## src/rtl/serial_addsub_ctrl_pkg.sv

```systemverilog
// serial_addsub_ctrl_pkg: shared state encoding, mode codes and slice width
// for the nibble-serial add/subtract controller.
package serial_addsub_ctrl_pkg;

    localparam logic [1:0] ST_IDLE  = 2'd0;
    localparam logic [1:0] ST_RUN   = 2'd1;
    localparam logic [1:0] ST_DONE  = 2'd2;

    localparam logic MODE_ADD = 1'b0;
    localparam logic MODE_SUB = 1'b1;

    localparam int NIBBLE_W = 4;

    typedef enum logic [1:0] {
        S_IDLE = ST_IDLE,
        S_RUN  = ST_RUN,
        S_DONE = ST_DONE
    } state_t;

endpackage

```

## src/rtl/serial_addsub_ctrl_nibble_addsub.sv

```systemverilog
// nibble_addsub: combinational 4-bit add/subtract slice; m=1 inverts b so the
// caller supplies the +1 of two's-complement subtraction through cin.
module nibble_addsub
    import serial_addsub_ctrl_pkg::*;
(
    input  logic [NIBBLE_W-1:0] a,
    input  logic [NIBBLE_W-1:0] b,
    input  logic                m,
    input  logic                cin,
    output logic [NIBBLE_W-1:0] s,
    output logic                cout,
    output logic                c3
);

    logic [NIBBLE_W-1:0] bx;
    logic [3:0]          lo;
    logic [1:0]          hi;

    // Split at bit 3 so the carry into the sign bit is visible for overflow.
    always_comb begin
        bx   = b ^ {NIBBLE_W{m}};
        lo   = {1'b0, a[2:0]} + {1'b0, bx[2:0]} + {3'b000, cin};
        hi   = {1'b0, a[3]} + {1'b0, bx[3]} + {1'b0, lo[3]};
        s    = {hi[0], lo[2:0]};
        c3   = lo[3];
        cout = hi[1];
    end

endmodule

```

## src/rtl/serial_addsub_ctrl.sv

```systemverilog
// serial_addsub_ctrl: WIDTH-bit add/subtract computed one nibble per clock,
// LSB first, through a single 4-bit slice with a registered carry chain.
module serial_addsub_ctrl
    import serial_addsub_ctrl_pkg::*;
#(
    parameter  int NIBBLES = 4,
    localparam int WIDTH   = NIBBLE_W * NIBBLES
) (
    input  logic             clk,
    input  logic             rst,
    input  logic             start,
    input  logic             mode,
    input  logic [WIDTH-1:0] a,
    input  logic [WIDTH-1:0] b,
    output logic             busy,
    output logic             done,
    output logic [WIDTH-1:0] result,
    output logic             carry,
    output logic             overflow
);

    localparam int IW = (NIBBLES > 1) ? $clog2(NIBBLES) : 1;

    state_t              state, state_nxt;
    logic [IW-1:0]       idx;
    logic [WIDTH-1:0]    a_sr, b_sr, acc, acc_nxt;
    logic                m_r, c_r;
    logic [NIBBLE_W-1:0] s_sum;
    logic                s_cout, s_c3;
    logic                accept, last;

    nibble_addsub u_slice (
        .a    (a_sr[NIBBLE_W-1:0]),
        .b    (b_sr[NIBBLE_W-1:0]),
        .m    (m_r),
        .cin  (c_r),
        .s    (s_sum),
        .cout (s_cout),
        .c3   (s_c3)
    );

    assign accept = start && (state != S_RUN);
    assign last   = idx == IW'(NIBBLES - 1);
    assign busy   = state == S_RUN;
    assign done   = state == S_DONE;

    always_ff @(posedge clk) begin
        if (rst)
            state <= S_IDLE;
        else
            state <= state_nxt;
    end

    // New slice sum enters at the top, so after NIBBLES steps the LSB nibble sits at the bottom.
    always_comb begin
        state_nxt = S_IDLE;
        if (accept)
            state_nxt = S_RUN;
        else if (state == S_RUN)
            state_nxt = last ? S_DONE : S_RUN;
        acc_nxt = acc >> NIBBLE_W;
        acc_nxt[WIDTH-1 -: NIBBLE_W] = s_sum;
    end

    always_ff @(posedge clk) begin
        if (rst) begin
            idx      <= '0;
            a_sr     <= '0;
            b_sr     <= '0;
            acc      <= '0;
            m_r      <= MODE_ADD;
            c_r      <= 1'b0;
            result   <= '0;
            carry    <= 1'b0;
            overflow <= 1'b0;
        end else if (accept) begin
            idx  <= '0;
            a_sr <= a;
            b_sr <= b;
            m_r  <= mode;
            c_r  <= mode;
        end else if (state == S_RUN) begin
            idx  <= idx + 1'b1;
            a_sr <= a_sr >> NIBBLE_W;
            b_sr <= b_sr >> NIBBLE_W;
            acc  <= acc_nxt;
            c_r  <= s_cout;
            if (last) begin
                result   <= acc_nxt;
                carry    <= s_cout;
                overflow <= s_cout ^ s_c3;
            end
        end
    end

endmodule
```

## config.mk

```make
export PLATFORM = sky130hd
export DESIGN_NAME = serial_addsub_ctrl
export DESIGN_NICKNAME = d
export VERILOG_FILES = /design/src/rtl/serial_addsub_ctrl_pkg.sv /design/src/rtl/serial_addsub_ctrl_nibble_addsub.sv /design/src/rtl/serial_addsub_ctrl.sv
export SDC_FILE = /design/constraint.sdc
export NUM_CORES = 1
export LEC_CHECK = 0
export CORE_MARGIN = 10
export CORE_UTILIZATION = 50
export DETAILED_ROUTE_END_ITERATION = 6
export GPL_TIMING_DRIVEN = 1
export PLACE_DENSITY = 0.77
export SETUP_SLACK_MARGIN = 0.2
export SLEW_MARGIN = 30
export SYNTH_ARGS = -nofsm -noshare
export SYNTH_HDL_FRONTEND = slang
export SYNTH_HIERARCHICAL = 1
export SYNTH_SLANG_ARGS = --single-unit
export TNS_END_PERCENT = 10
```

## constraint.sdc

```tcl
create_clock -name clk -period 3.2 [get_ports clk]
set_input_delay 0.48 -clock clk [delete_from_list [all_inputs] [get_ports clk]]
set_output_delay 0.48 -clock clk [all_outputs]
set_load 0.01 [all_outputs]
```

==> results.md, run 1 <==
- Endpoints failing setup: 0
- Ys Warns: 6
- Post-route setup TNS: 0 ns
- Yosys reg bits: a little under 70
- Count of non-filler cells in the finished layout: ~410
- CTS tree: done
- Max Fclk: 455 MHz
- Maximum level of the CTS H-tree: 3
- Min cycle time layout: 2.20 ns
- Post-synth EDFFs: 0
- Avg WL per Cell: ~14 um
- RSZ-0062 raised after global routing: no
- Critical path class: reg -> out
- Max-slew headroom: a little over two fifths
- Post-CTS sizing: 0
- Initial antenna violation count: 0
- Fin. max-slew vios: 0
- Netlist cell types: 24
- DRT Pass-1 Iters: 4
- Number of I/O pins: 56
- Routed WL: between 5000 and 6000 um
- Pre-CTS setup slack: around 1.0 ns
- DIE AREA: ~8700 um2
- Setup crit end kind: output port
- Num CTS Buffers: 9
- Max_cap viols: 0
- Worst Max-Slew Pin Slew: between 0.8 and 0.9 ns
- Layout cells sized above 1: 6.69%
- PD cells: between 500 and 600 nW/um2
- Required time of the critical path: about 2.7 ns
- Die H: about 93 um
- Max clock buf depth: 2
- Clock skew: 0.00491 ns
- Drc violations: 0
- Critical path's top delay family: buffers and inverters
- Critical Path Max Stage Delay: approximately 0.54 ns
- Synth Area per Inst: just over 9 um2
- Maximum vdd drop: about 320 uV
- Postcts setup bufs: 0
- IO buf count: 55
- Clk Tree Root Cell: clkbuf_8
- Crit path cell chain: nand2b_4 > inv_2 > clkdlybuf4s50_1
- Via count: around 2,200
- Status: finished clean
- GRT Residual Overflow: 0
- Top cells by area, synth: dfxtp_1 (51%), a21oi_1 (7.6%), nand2_1 (7.1%)
- Vias in the first global route: between 2,000 and 2,500
- Buf/Inv on CP: 2
- Syn Std Cell Area: around 2700 um2
- # diodes: 0
- GRT Resource Usage Total: 14.0%
- DP HPWL: 4040 um
- P_leak: 0.00135 uW
- Nets: about 380
- Row count: 26
- Clock Pin Slew Worst Setup and Hold Paths: 0.07 ns
- Ys async rst share: 0%
- Sink Count: 68
- Largest net degree at the start of global routing: 45
- Syn Nets: 336
- P&R area growth vs syn: 27.0%
- Commonest cells in the netlist: dfxtp_1 (68), nand2_1 (51), a21oi_1 (41), nor2_1 (33), a211oi_1 (25)
- Via-per-instance ratio: approximately 5.2
- Final Cycle Share: 68.7%
- Critical path launch point type: flop
- Synth top area share: approximately half
- Post-synth top flop: dfxtp_1
- Post-CTS Hold Fix Bufs: 0
- Initial Util: 52.0%
- Critical path fanouts, max: 44
- Clk_lat worst skew: ~0.34 ns
- Dpl cells: 398
- Crit path DAT: between 1.5 and 2 ns
- CORE AREA: 5170 um2
- HP Class: reg -> reg
- Most numerous cell in the Yosys netlist: dfxtp_1
- Syn Inst Count: 294
- Final ANT Viol Nets: 0
- DR iter-0 viols: 116
- Global-route wire length before repair: roughly 9900 um
- Sequential share of the synthesized area: between 50% and 60%
- Worst Slack Setup Final: approximately 1 ns
- Placer Congestion: between 0.8 and 0.9
- Fin. Hold Viols: 0
- Slowest cell on the critical path: clkdlybuf4s50_1
- Chip width: ~93 um
- Yosys top cell by area: dfxtp_1
## metal layers
layer	GRT usage (%)	part of all wire [%]	vias to the layer above
met3	5.84	7.1	8
met5	0	0	-
met4	6.17	1.7	0
met1	18.2	47	996
met2	19.9	44	51
li1	-	-	1108
## flip-flops by register name, indices dropped and copies added, names as in the netlist
register and count:
b_sr 16, state 2, c_r 1, carry 1
acc 12, idx 2, m_r 1, overflow 1
result 16, a_sr 16
## cells by family (layout without fill, tap and decap cells)
group           after synthesis  count (layout)  synth area share, %
buf+inv                      26              76                 4.79
xor+xnor                      6               6                 1.96
simple gates                 93              93                 14.4
flops                        68              68                 50.7
mux                           8               8                 2.98
compound gates               87              87                 21.6
fa+ha+maj                     6               6                 3.63
## layout make-up
class                           count  area (um2)
Fill cell                         437        1760
Sequential cell                    68        1360
Tap cell                           70        87.6
Multi-Input combinational cell    200        1200
Timing Repair Buffer               58         573
Inverter                            2        7.51
Clock buffer                       11         151
Clock inverter                      5        36.3
## per-stage QoR
stage               cell area, um2  total power, uW  utilization [%]  hold slack, ns
floorplan                     2690             1080                -           0.437
global placement              3230             1150             62.4           0.448
detailed placement            3230             1160             62.4           0.452
CTS                           3410             1800             66.0           0.462
global route                  3410             1870             66.0           0.490
finish                        3410             1790             66.0           0.462
## where the power goes
group | internal (uW) | switching, uW
clock network | 323 | 325
registers | 889 | 27.9
logic | 103 | 117
total | 1320 | 470
## layout by cell type (no fill, tap or decap), drive strengths merged, types with 3 or more instances in the layout
cell type	netlist	layout
nand2	51	51
buf	11	3
fa	3	3
a22o	18	18
dfxtp	68	68
xor2	6	6
nor2	33	33
clkdlybuf4s50	0	55
clkinvlp	0	3
a211oi	25	25
mux2i	8	8
clkbuf	13	11
nand2b	3	3
ha	3	3
a21oi	42	42
nand3	4	4
## worst min-delay path, stage by stage (launching register included)
cell and delay, ns:
dfxtp_1 0.32, nand2_1 0.05, a21oi_1 0.05
## final timing paths
check,to,startpoint,slack (ns),cells after the start
setup reg to reg,overflow$_SDFFE_PP0P_,m_r$_SDFFE_PP0P_,1.12,7
setup / recovery,busy,state[1]$_SDFF_PP0_,1.00,3
hold reg to reg,acc[4]$_SDFFE_PP0P_,acc[4]$_SDFFE_PP0P_,0.46,2
hold / removal,acc[4]$_SDFFE_PP0P_,acc[4]$_SDFFE_PP0P_,0.46,2
Power figures use the tool's default switching activity.
==> inputs of run 2 (changes only) <==
- CORE_UTILIZATION: 50 -> 45
- PLACE_DENSITY: 0.77 -> 0.74
- clock period: 3.2 -> 1.95 ns (I/O delays scaled with it)
==> run 2 against run 1 <==
- die area increased by 8.7%
- routed wire length increased by 3.3%
- register-to-register slack got worse by 1.1 ns
- cell count increased by 4.1%
- cell area increased by 3.8%
- clock skew increased by 0.00058 ns
- critical path depth increased by 4
- hold slack got worse by 0.0069 ns
- setup slack got worse by 0.98 ns
- sequential share of layout area decreased by 1.4 points
- non-clock buffer count increased by 12
==> results.md, run 2 (synthesis results as in run 1) <==
- Die H: 97.3 um (+4.2%)
- Cell mode on critical path: xor2_1
- Setup crit end kind: flop
- Fin util: 60.6% (-5.4 points)
- Sink Count: 68 (unchanged)
- CORE AREA: 5850 um2 (+13%)
- Clk Tree Root Cell: clkbuf_8
- Required time of the critical path: 2.19 ns (-0.53 ns)
- Max clock buf depth: 2 (unchanged)
- Hold Path Depth: 2 (unchanged)
- # diodes: 0 (unchanged)
- Worst Reg-to-Reg Cells: 7 (unchanged)
- DRT Pass-1 Iters: 4 (unchanged)
- PD cells: 861 nW/um2 (+65%)
- DP HPWL: 4360 um (+7.8%)
- Max Fclk: a little over 500 MHz
- Crit path DAT: 2.16 ns (+0.44 ns)
- Critical path launch point type: flop
- Routed WL: 6060 um (+3.3%)
- DR iter-0 viols: 118 (+1.7%)
- Clock skew: 0.00549 ns (+0.000583 ns)
- Initial antenna violation count: 0 (unchanged)
- Hold Path Origin: acc[7]$_SDFFE_PP0P_
- Maximum level of the CTS H-tree: 3 (unchanged)
- Slowest cell on the critical path: fa_2
- GRT Resource Usage Total: 12.9% (-1.1 points)
- Largest net degree at the start of global routing: 35 (-22%)
- Dpl cells: 413 (+3.8%)
- Critical Path Max Stage Delay: 0.40 ns (-0.14 ns)
- Vias in the first global route: 2,285 (+11%)
- Reg2reg start: m_r$_SDFFE_PP0P_
- CTS tree: done
- Layout cells sized above 1: 11.5% (+4.8 points)
- Hold Slack: 0.455 ns (-0.00688 ns)
- Final ANT Viol Nets: 0 (unchanged)
- Global-route wire length before repair: 10,300 um (+4.5%)
- Worst Max-Slew Pin Slew: 0.365 ns (-0.487 ns)
- Num CTS Buffers: 9 (unchanged)
- Worst Slack Setup Final: 0.0266 ns (-0.976 ns)
- Commonest non-fill, non-tap cell in the layout: dfxtp_1
- Via-per-instance ratio: 5.19 (-0.70%)
- Avg WL per Cell: 14.1 um (-0.75%)
- RSZ-0062 raised after global routing: yes
- Fin. Hold Viols: 0 (unchanged)
- Hold path endpoint: acc[7]$_SDFFE_PP0P_
- R2R Setup Slk: 0.03 ns (-1.09 ns)
- HP Class: reg -> reg
- Chip width: 97.3 um (+4.2%)
- Placer Congestion: 0.752 (-9.5%)
- Reg2reg end: overflow$_SDFFE_PP0P_
- DIE AREA: 9460 um2 (+8.7%)
- Pre-CTS setup slack: 0.0207 ns (-1.00 ns)
- Status: finished clean
- P&R area growth vs syn: 31.9%
- Max-slew headroom: 75.7% (+33 points)
- Max_cap viols: 0 (unchanged)
- Via count: 2,236 (+3.4%)
- Clock Pin Slew Worst Setup and Hold Paths: 0.07 ns (about the same)
- Regs by FF count: a_sr: 16 flops, b_sr: 16 flops, result: 16 flops
- IO buf count: 55 (unchanged)
- Most frequent cells in the layout: dfxtp_1 (67), clkdlybuf4s50_1 (54), nand2_1 (50)
- Number of I/O pins: 56 (unchanged)
- P_leak: 0.00144 uW (+6.7%)
- Crit path cell chain: xor2_1 > ha_1 > a21oi_2 > nand2_2 > fa_2 > xor2_1 > a22o_1
- Count of non-filler cells in the finished layout: 431 (+4.1%)
- Drc violations: 0 (unchanged)
- Final Cycle Share: roughly 99%
- Critical path fanouts, max: 5 (-89%)
- Endpoints failing setup: 0 (unchanged)
- Initial Util: 45.9% (-6.0 points)
- Min cycle time layout: just under 2 ns
- Clk_lat worst skew: 0.34 ns (about the same)
- Fin. max-slew vios: 0 (unchanged)
- Nets: 393 (+3.1%)
- Critical path class: reg -> reg
- Post-CTS Hold Fix Bufs: 0 (unchanged)
- Maximum vdd drop: 424 uV (+33%)
- GRT Residual Overflow: 0 (unchanged)
- Row count: 28 (+7.7%)
[run 2: stage by stage]
step / TNS (ns) / power (uW) / instance area [um2]
after CTS: 0 / 3070 / 3520
after floorplan: 0 / 1770 / 2690
after global placement: 0 / 1910 / 3310
after global routing: -0.139 / 3190 / 3540
final: 0 / 3050 / 3540
after detailed placement: 0 / 1920 / 3310
[run 2: layout make-up]
class                   instances  area [um2]
multi-input cells             200        1210
repair buffers                 70         666
clock inverters                 5        50.0
flip-flops and latches         68        1370
inverters                       2        7.51
clock buffers                  11         151
well taps                      75        93.8
fillers                       535        2310
[run 2: where the power goes]
part / total (uW) / switching, uW / internal (uW)
Combinational: 388 / 197 / 191
Clock: 1160 / 510 / 651
Sequential: 1500 / 45.8 / 1460
Total: 3050 / 753 / 2300
[run 2: how the worst max path moves through the flow]
stage                startpoint                     to  cells after the start  slack [ns]
3_3_place_gp   m_r$_SDFFE_PP0P_  overflow$_SDFFE_PP0P_                      7        0.06
6_report       m_r$_SDFFE_PP0P_  overflow$_SDFFE_PP0P_                      7        0.03
4_1_cts        m_r$_SDFFE_PP0P_  overflow$_SDFFE_PP0P_                      7        0.01
2_1_floorplan  m_r$_SDFFE_PP0P_  overflow$_SDFFE_PP0P_                      7         0.1
5_1_grt        m_r$_SDFFE_PP0P_  overflow$_SDFFE_PP0P_                      7       -0.05
3_5_place_dp   m_r$_SDFFE_PP0P_  overflow$_SDFFE_PP0P_                      7        0.02
[run 2: worst max-delay path, delay by kind of cell (launching register included)]
kind | cells | cell delay (ns)
AO/OA/AOI/OAI | 2 | 0.33
XOR/XNOR | 2 | 0.33
adder cells (fa/ha/maj) | 2 | 0.72
flip-flops | 1 | 0.36
AND/OR/NAND/NOR | 1 | 0.08
[run 2: repair_timing]
action | CTS | global route
endpoints found under the setup margin | 6 | 8
gates resized for setup | 0 | 5
pin swaps | 0 | 2
setup buffers | 0 | 2
[run 2: layer usage]
layer  vias up  global-route usage (%)  share of wire [%]
met3        11                    4.62                6.8
met5         -                       0                  0
met1      1038                    15.0                 44
met4         0                    7.05                2.2
li1       1125                       -                  -
met2        62                    20.3                 47
